### src/rtl/instr_prefetch.sv
// Instruction prefetch stage: sequential fetch, latency-absorbing FIFO, epoch-tagged flush on redirect.
// Optional PREFETCH_STATS_EN adds saturating redirect and bubble counters.
module instr_prefetch #(
  parameter int          DEPTH     = 4,
  parameter int          ADDR_W    = 11,
  parameter logic [31:0] NOP_INSTR = 32'hE1A00000
) (
  input  logic                     clk,
  input  logic                     rst_n,
  input  logic [ADDR_W-1:0]        start_pc,
  input  logic                     redirect,
  input  logic [ADDR_W-1:0]        redirect_pc,
  input  logic                     stall,
  output logic                     imem_req,
  output logic [ADDR_W-1:0]        imem_addr,
  input  logic                     imem_gnt,
  input  logic                     imem_rvalid,
  input  logic [31:0]              imem_rdata,
  output logic [31:0]              instr,
  output logic                     instr_valid,
  output logic [ADDR_W-1:0]        instr_pc,
  output logic [$clog2(DEPTH):0]   occupancy
`ifdef PREFETCH_STATS_EN
  ,
  output logic [15:0]              stat_redirects,
  output logic [15:0]              stat_bubbles
`endif
);

  localparam int PW = $clog2(DEPTH);
  localparam int CW = PW + 1;

  typedef enum logic [1:0] {IDLE, LOAD, RUN} state_t;

  state_t            state;
  logic [ADDR_W-1:0] fetch_addr;
  logic              epoch;

  logic [31:0]       fifo_data [DEPTH];
  logic [ADDR_W-1:0] fifo_pc   [DEPTH];
  logic [PW-1:0]     rd_ptr, wr_ptr;
  logic [CW-1:0]     count;

  // In-flight requests remember their epoch and address so responses can be tagged and filtered.
  logic              tag_epoch [DEPTH];
  logic [ADDR_W-1:0] tag_addr  [DEPTH];
  logic [PW-1:0]     tag_rd, tag_wr;
  logic [CW-1:0]     outstanding;

  logic running, flush, grant, resp, resp_live, pop;

  assign running   = (state == RUN);
  assign flush     = running && redirect;
  assign imem_req  = running && !redirect && ((int'(count) + int'(outstanding)) < DEPTH);
  assign imem_addr = fetch_addr;
  assign grant     = imem_req && imem_gnt;
  assign resp      = running && imem_rvalid && (outstanding != '0);
  assign resp_live = resp && !redirect && (tag_epoch[tag_rd] == epoch);
  assign pop       = running && !redirect && !stall && (count != '0);
  assign occupancy = count;

  always_comb begin
    instr       = NOP_INSTR;
    instr_valid = 1'b0;
    instr_pc    = '0;
    if (count != '0) begin
      instr       = fifo_data[rd_ptr];
      instr_valid = 1'b1;
      instr_pc    = fifo_pc[rd_ptr];
    end
  end

  always_ff @(posedge clk or negedge rst_n) begin
    if (!rst_n) begin
      state       <= IDLE;
      fetch_addr  <= '0;
      epoch       <= 1'b0;
      rd_ptr      <= '0;
      wr_ptr      <= '0;
      count       <= '0;
      tag_rd      <= '0;
      tag_wr      <= '0;
      outstanding <= '0;
    end else begin
      case (state)
        IDLE: begin
          state      <= LOAD;
          fetch_addr <= start_pc;
        end
        LOAD:    state <= RUN;
        default: state <= RUN;
      endcase

      if (grant) begin
        fetch_addr <= fetch_addr + ADDR_W'(1);
        tag_wr     <= tag_wr + PW'(1);
      end
      if (resp)
        tag_rd <= tag_rd + PW'(1);
      outstanding <= outstanding + CW'(grant) - CW'(resp);

      // Stale responses keep draining through the outstanding count; only the FIFO is cleared.
      if (flush) begin
        fetch_addr <= redirect_pc;
        epoch      <= ~epoch;
        rd_ptr     <= '0;
        wr_ptr     <= '0;
        count      <= '0;
      end else begin
        if (resp_live) wr_ptr <= wr_ptr + PW'(1);
        if (pop)       rd_ptr <= rd_ptr + PW'(1);
        count <= count + CW'(resp_live) - CW'(pop);
      end
    end
  end

  always_ff @(posedge clk) begin
    if (grant) begin
      tag_epoch[tag_wr] <= epoch;
      tag_addr[tag_wr]  <= fetch_addr;
    end
    if (resp_live) begin
      fifo_data[wr_ptr] <= imem_rdata;
      fifo_pc[wr_ptr]   <= tag_addr[tag_rd];
    end
  end

`ifdef PREFETCH_STATS_EN
  always_ff @(posedge clk or negedge rst_n) begin
    if (!rst_n) begin
      stat_redirects <= '0;
      stat_bubbles   <= '0;
    end else begin
      if (flush && stat_redirects != 16'hFFFF)
        stat_redirects <= stat_redirects + 16'd1;
      if (running && !stall && count == '0 && stat_bubbles != 16'hFFFF)
        stat_bubbles <= stat_bubbles + 16'd1;
    end
  end
`endif

  a_no_overflow: assert property (@(posedge clk) disable iff (!rst_n)
    !(resp_live && !pop && count == CW'(DEPTH)));
  a_no_orphan_rvalid: assert property (@(posedge clk) disable iff (!rst_n)
    !(running && imem_rvalid && outstanding == '0));
  a_outstanding_bound: assert property (@(posedge clk) disable iff (!rst_n)
    outstanding <= CW'(DEPTH));

endmodule
### config.mk
export PLATFORM = sky130hd
export DESIGN_NAME = instr_prefetch
export DESIGN_NICKNAME = d
export VERILOG_FILES = /design/src/rtl/instr_prefetch.sv
export SDC_FILE = /design/constraint.sdc
export NUM_CORES = 1
export LEC_CHECK = 0
export ABC_AREA = 1
export BUFFER_PORTS_ARGS = -buffer_cell sky130_fd_sc_hd__buf_2
export CAP_MARGIN = 20
export CORE_UTILIZATION = 58
export DETAILED_ROUTE_END_ITERATION = 12
export MAX_ROUTING_LAYER = met4
export PLACE_DENSITY = 0.79
export SLEW_MARGIN = 25
export SYNTH_ARGS = -nofsm -noshare
export SYNTH_HDL_FRONTEND = slang
export SYNTH_SLANG_ARGS = --single-unit
### constraint.sdc
create_clock -name clk -period 3.72 [get_ports clk]
set_clock_uncertainty 0.05 [all_clocks]
set_input_delay 0.372 -clock clk [delete_from_list [all_inputs] [get_ports clk]]
set_output_delay 0.372 -clock clk [all_outputs]
set_load 0.1 [all_outputs]
* Word-level counts from Yosys, hierarchy flattened
Memory sizes are Yosys's and may differ from the RTL's.
Index checks and enable logic that the tools add are counted.
** Operators by class
- $add $sub $neg :: 10
- Order comparisons :: 1
- Equality and inequality tests :: 2
- Multiplexer cells :: 16
- Bitwise operators :: 1
- Reductions and logical operators :: 18
** Operator list (number)
- $mux W11 :: 4
- $mux W32 :: 1
- $add A11 B1 Y11 const B :: 1
- $logic_and A1 B1 Y1 :: 10
- $mux W2 :: 5
- $reduce_bool A3 Y1 :: 3
- $add A2 B1 Y2 const B :: 4
- $add A3 B1 Y3 :: 2
- $sub A3 B1 Y3 :: 2
- $mux W1 :: 5
- $add A3 B3 Y4 :: 1
- $lt A4 B3 Y1 const B :: 1
- $reduce_bool A2 Y1 :: 2
- $mux W3 :: 1
- $eq A2 B2 Y1 const B :: 1
- $logic_not A1 Y1 :: 2
- $logic_not A2 Y1 :: 1
- $eq A1 B1 Y1 :: 1
- $not A1 Y1 :: 1
** Storage, ports and cells
- Bits in registers :: 28
- RAM bits :: 220
- Bits of input ports :: 60
- Output and inout port bits :: 59
- Word-level logic and storage cells :: 61
- Memories :: 4
** Memory list
- fifo_data :: depth 4, bits a word 32, read ports 1, clocked after memory_dff 0, wr ports 1, RTL line 39 : logic [31:0] fifo_data [DEPTH];
- fifo_pc :: depth 4, bits a word 11, read ports 1, clocked after memory_dff 0, wr ports 1, RTL line 40 : logic [ADDR_W-1:0] fifo_pc [DEPTH];
- tag_addr :: depth 4, bits a word 11, read ports 1, clocked after memory_dff 0, wr ports 1, RTL line 46 : logic [ADDR_W-1:0] tag_addr [DEPTH];
- tag_epoch :: depth 4, bits a word 1, read ports 1, clocked after memory_dff 0, wr ports 1, RTL line 45 : logic tag_epoch [DEPTH];

* Longest topological paths before layout
- Depth after elaboration :: 8
- Mapped depth :: 14
- Mapped depth without buffers :: 13

* Least setup slack after synthesis
No wires, ideal clock.
- Kind :: register to output
- From :: reg rd_ptr[0]
- To :: out instr[21]
- Arrival time :: 4.429 ns
- Data required time :: 3.298 ns
- Setup slack :: -1.131 ns
- Stages on the path, launching flop included :: 7
- Path through :: dfrtp_1 > buf_2 > inv_2 > buf_2 > buf_2 > nor2_1 > o311ai_0
** Between the ends
- Cells in the longest elaborated chain, start to end :: 2
** Ends and longest elaborated chain
- start: declaration :: RTL line 41 : logic [PW-1:0] rd_ptr, wr_ptr;
- start signal: assignment :: RTL line 111 : if (pop) rd_ptr <= rd_ptr + PW'(1);
- $mem_v2 Z4 W32
- $mux W32 :: RTL line 66 : if (count != '0) begin
- end: declaration :: RTL line 19 : output logic [31:0] instr,
Every way passes these cells.

* Worst setup path in the final report
- From :: reg rd_ptr[0]
- To :: out instr[26]
Same word-level chain as after synthesis.

==> flow_metrics.py <==
metrics = {
    "placed_design": {
        "globalplace.congestion": 0.795,
        "dp_cells": 1213,
        "place_ws_ns": 0.981,
        "dpl_cell_area_um2": 11200,
        "dpl.hpwl_um": 11400,
        "io_buffers": 118,
    },
    "power_and_ir_drop": {
        "p_per_area_nw_per_um2": 853,
        "seqPwrFrac_pct": 36.3,
        "p_sw_share_pct": 44.9,
        "pwr-share-comb_pct": 40.2,
        "ir_drop_uv": 716,
        "switchingPower_mw": 4.58,
        "clkPwrFrac_pct": 23.6,
        "p_leak_nw": 4.66,
        "power.internal_mw": 5.62,
    },
    "yosys": {
        "synth.top_cell.area_share_pct": 64.0,
        "yosysMostFrequentCell": "nor2_1",
        "avgSynthCellArea_um2": 11.5,
        "syn_nets": 975,
        "synth_area_leaders": "edfxtp_1, nor2_1, dfrtp_1, o21ai_0, nand2_1",
        "syn_inst": 898,
        "ys_seq_area_share_pct": 70.8,
        "synth_ff_type": "edfxtp_1",
        "ys_seq_elements": 248,
        "syn_area_um2": 10300,
        "synth_edf_count": 220,
        "synth_warnings": 0,
        "yosys-top-cells-count": "nor2_1, edfxtp_1, o21ai_0",
        "synth_cell_type_count": 29,
        "yosys.area.top_type": "edfxtp_1",
        "ys_async_sr_fraction_pct": 11.3,
    },
    "setup_path": {
        "path_class": "flop to primary output",
        "crit_chain": "buf_4 -> nor2_1 -> nor2_1 -> o21ai_0 -> a21oi_1 -> buf_2",
        "worstSetupStartpointType": "flop",
        "worst-path-buf-inv": 2,
        "startpoint": "rd_ptr[0]",
        "critPathTopFamily": "buffers and inverters",
        "slowest_delay_ns": 0.69,
        "path_max_fanout": 89,
        "r2r_slack_ns": 0.91,
        "arrival_ns": 2.71,
        "end_kind": "primary output",
        "worstReg2RegStart": "occupancy[2]",
        "cp_slowest_cell": "buf_4",
        "reg2reg_depth": 10,
        "cp.depth": 6,
        "worstPathRequired_ns": 3.30,
        "cp_common_cell": "nor2_1",
    },
    "sta": {
        "slew_headroom_pct": 37.3,
        "fmax_mhz": 320,
        "finalHoldViolCount": 0,
        "hold_slack_ns": 0.0285,
        "tns_ns": 0,
        "rsz0062_at_grt": "no",
        "post-route-period-util_pct": 84.1,
        "layout_min_cycle_time_ns": 3.13,
        "setup_viol": 0,
        "slew_violations": 0,
        "setup_ws_ns": 0.591,
        "worst_pin_slew_ns": 0.941,
    },
    "clocking": {
        "htreeDepth": 1,
        "ctsLongestPathBuffers": 3,
        "insertion_delay_ns": 0.51,
        "cts_setup_buffers": 0,
        "cts_tree": "done",
        "clkTransAtPathRegs_ns": 0.06,
        "cts_made_buffers": 25,
        "root_buffer": "clkbuf_16",
        "cts.sinks": 248,
    },
    "detailed_routing": {
        "routed_wl_um": 19900,
        "vias_per_cell": 5.39,
        "drc": 0,
        "first_pass_iters": 5,
        "wl_per_cell_um": 15.8,
        "ant_nets": 0,
        "vias": 6778,
        "drt_iter0_markers": 517,
    },
    "floorplan": {
        "initial_utilization_pct": 59.5,
        "die_h_um": 135,
        "io_pins": 119,
        "die_x_um": 135,
        "design.die.area_um2": 18300,
        "core_area_um2": 17400,
        "num_rows": 48,
    },
    "finish": {
        "final_cells": 1257,
        "nNetsFinal": 1093,
        "postLayoutCellArea_um2": 12000,
        "syn2layout_area_growth_pct": 15.9,
        "drive_gt1_share_pct": 18.0,
    },
    "global_routing": {
        "grt_max_degree": 90,
        "grt_overflow": 0,
        "antenna_found_initial": 1,
        "grt_usage_pct": 22.7,
        "grt_pass1_vias": 6404,
        "grt_pass1_wl_um": 31400,
    },
    "min_path": {
        "hold_start": "imem_rdata[6]",
        "hold_class": "input port to flop",
        "hold_depth": 1,
    },
    "run_status": {
        "outcome": "finished, final reports clean",
    },
    "flow_run": {
        "maxCapViolations": 0,
    },
}
## area by class of cell
type	count	area [um2]
fill	1211	5400
inverter	57	214
sequential	248	7310
clock inverter	13	151
clock buffer	29	641
multi-input combinational	548	2630
timing repair buffer	136	728
antenna	1	2.50
tap	225	282
## stage by stage
stage	utilization, %	power [mW]
after floorplan	-	7.05
after global placement	64.3	7.77
after detailed placement	64.3	7.84
after CTS	68.9	10.2
after global routing	68.9	10.6
final	68.9	10.2
## cell usage in the layout, fill, tap and decap left out, drive strengths merged
cell	synthesis	layout
clkbuf	27	29
bufinv	0	3
xnor2	3	3
nand3b	1	1
buf	18	135
nor3	1	1
o22ai	11	11
nand4	5	5
or2	1	1
nand3	26	26
o311ai	6	6
a21oi	47	47
edfxtp	220	220
diode	0	1
clkinv	0	5
xor2	6	6
inv	57	59
o21bai	1	1
fa	2	2
nor2	243	243
o21ai	108	108
a22oi	1	1
clkinvlp	0	3
ha	15	15
dlygate4sd3	0	1
nand2	71	71
dfrtp	28	28
## per-layer routing
layer	share of wire (%)	vias to the layer above	track usage, %
met5	0	-	-
met1	42	3190	28.5
met3	6.6	25	3.07
li1	-	3330	-
met2	50	233	39.1
met4	1.2	0	6.05
## timing repair
item | in CTS | in global routing
gates resized for setup | 0 | 0
endpoints found under the hold margin | 28 | 0
hold buffers | 1 | 0
## registers in the layout, indices dropped and copies added (netlist names)
register	flops
tag_epoch	4
outstanding	3
rd_ptr	2
epoch	1
wr_ptr	2
imem_addr	11
state	2
tag_addr	44
occupancy	3
fifo_data	128
tag_wr	2
fifo_pc	44
tag_rd	2
## power by group through the flow
stage | combinational, mW | sequential (mW) | clock [mW]
after global placement | 4.02 | 3.74 | 0
final | 4.10 | 3.70 | 2.40
after CTS | 4.11 | 3.70 | 2.43
after global routing | 4.35 | 3.74 | 2.53
after floorplan | 3.03 | 4.02 | 0
after detailed placement | 4.08 | 3.76 | 0
## path summary, 6_finish.rpt
| check | endpoint |
|---|---|
| worst max-delay path | instr[26] |
| worst min-delay path | fifo_data[2][6] |
| worst max register to register | outstanding[2] |
| worst min register to register | state[0] |
| max in group asynchronous | rd_ptr[0] |
| min in group asynchronous | imem_addr[4] |
## cells by family (layout without fill, tap and decap cells)
| family | Yosys count | after routing | share of synthesized area (%) |
|---|---|---|---|
| buffers and inverters | 102 | 235 | 4.04 |
| AOI/OAI and AO/OA | 174 | 174 | 8.84 |
| adders and majority gates | 17 | 17 | 2.21 |
| and+or+nand+nor | 348 | 348 | 13.3 |
| xor gates and xnor gates | 9 | 9 | 0.764 |
| other | 0 | 1 | 0 |
| DFF | 248 | 248 | 70.8 |
## worst register-to-register path: cells and delay by family, from the launching register on
family                   cells  cell delay [ns]
XOR/XNOR                     1             0.18
adder cells (fa/ha/maj)      4             1.32
buffers and inverters        1             0.04
flip-flops                   1             0.40
AND/OR/NAND/NOR              4             0.70
(Power assumes the default switching activity.)
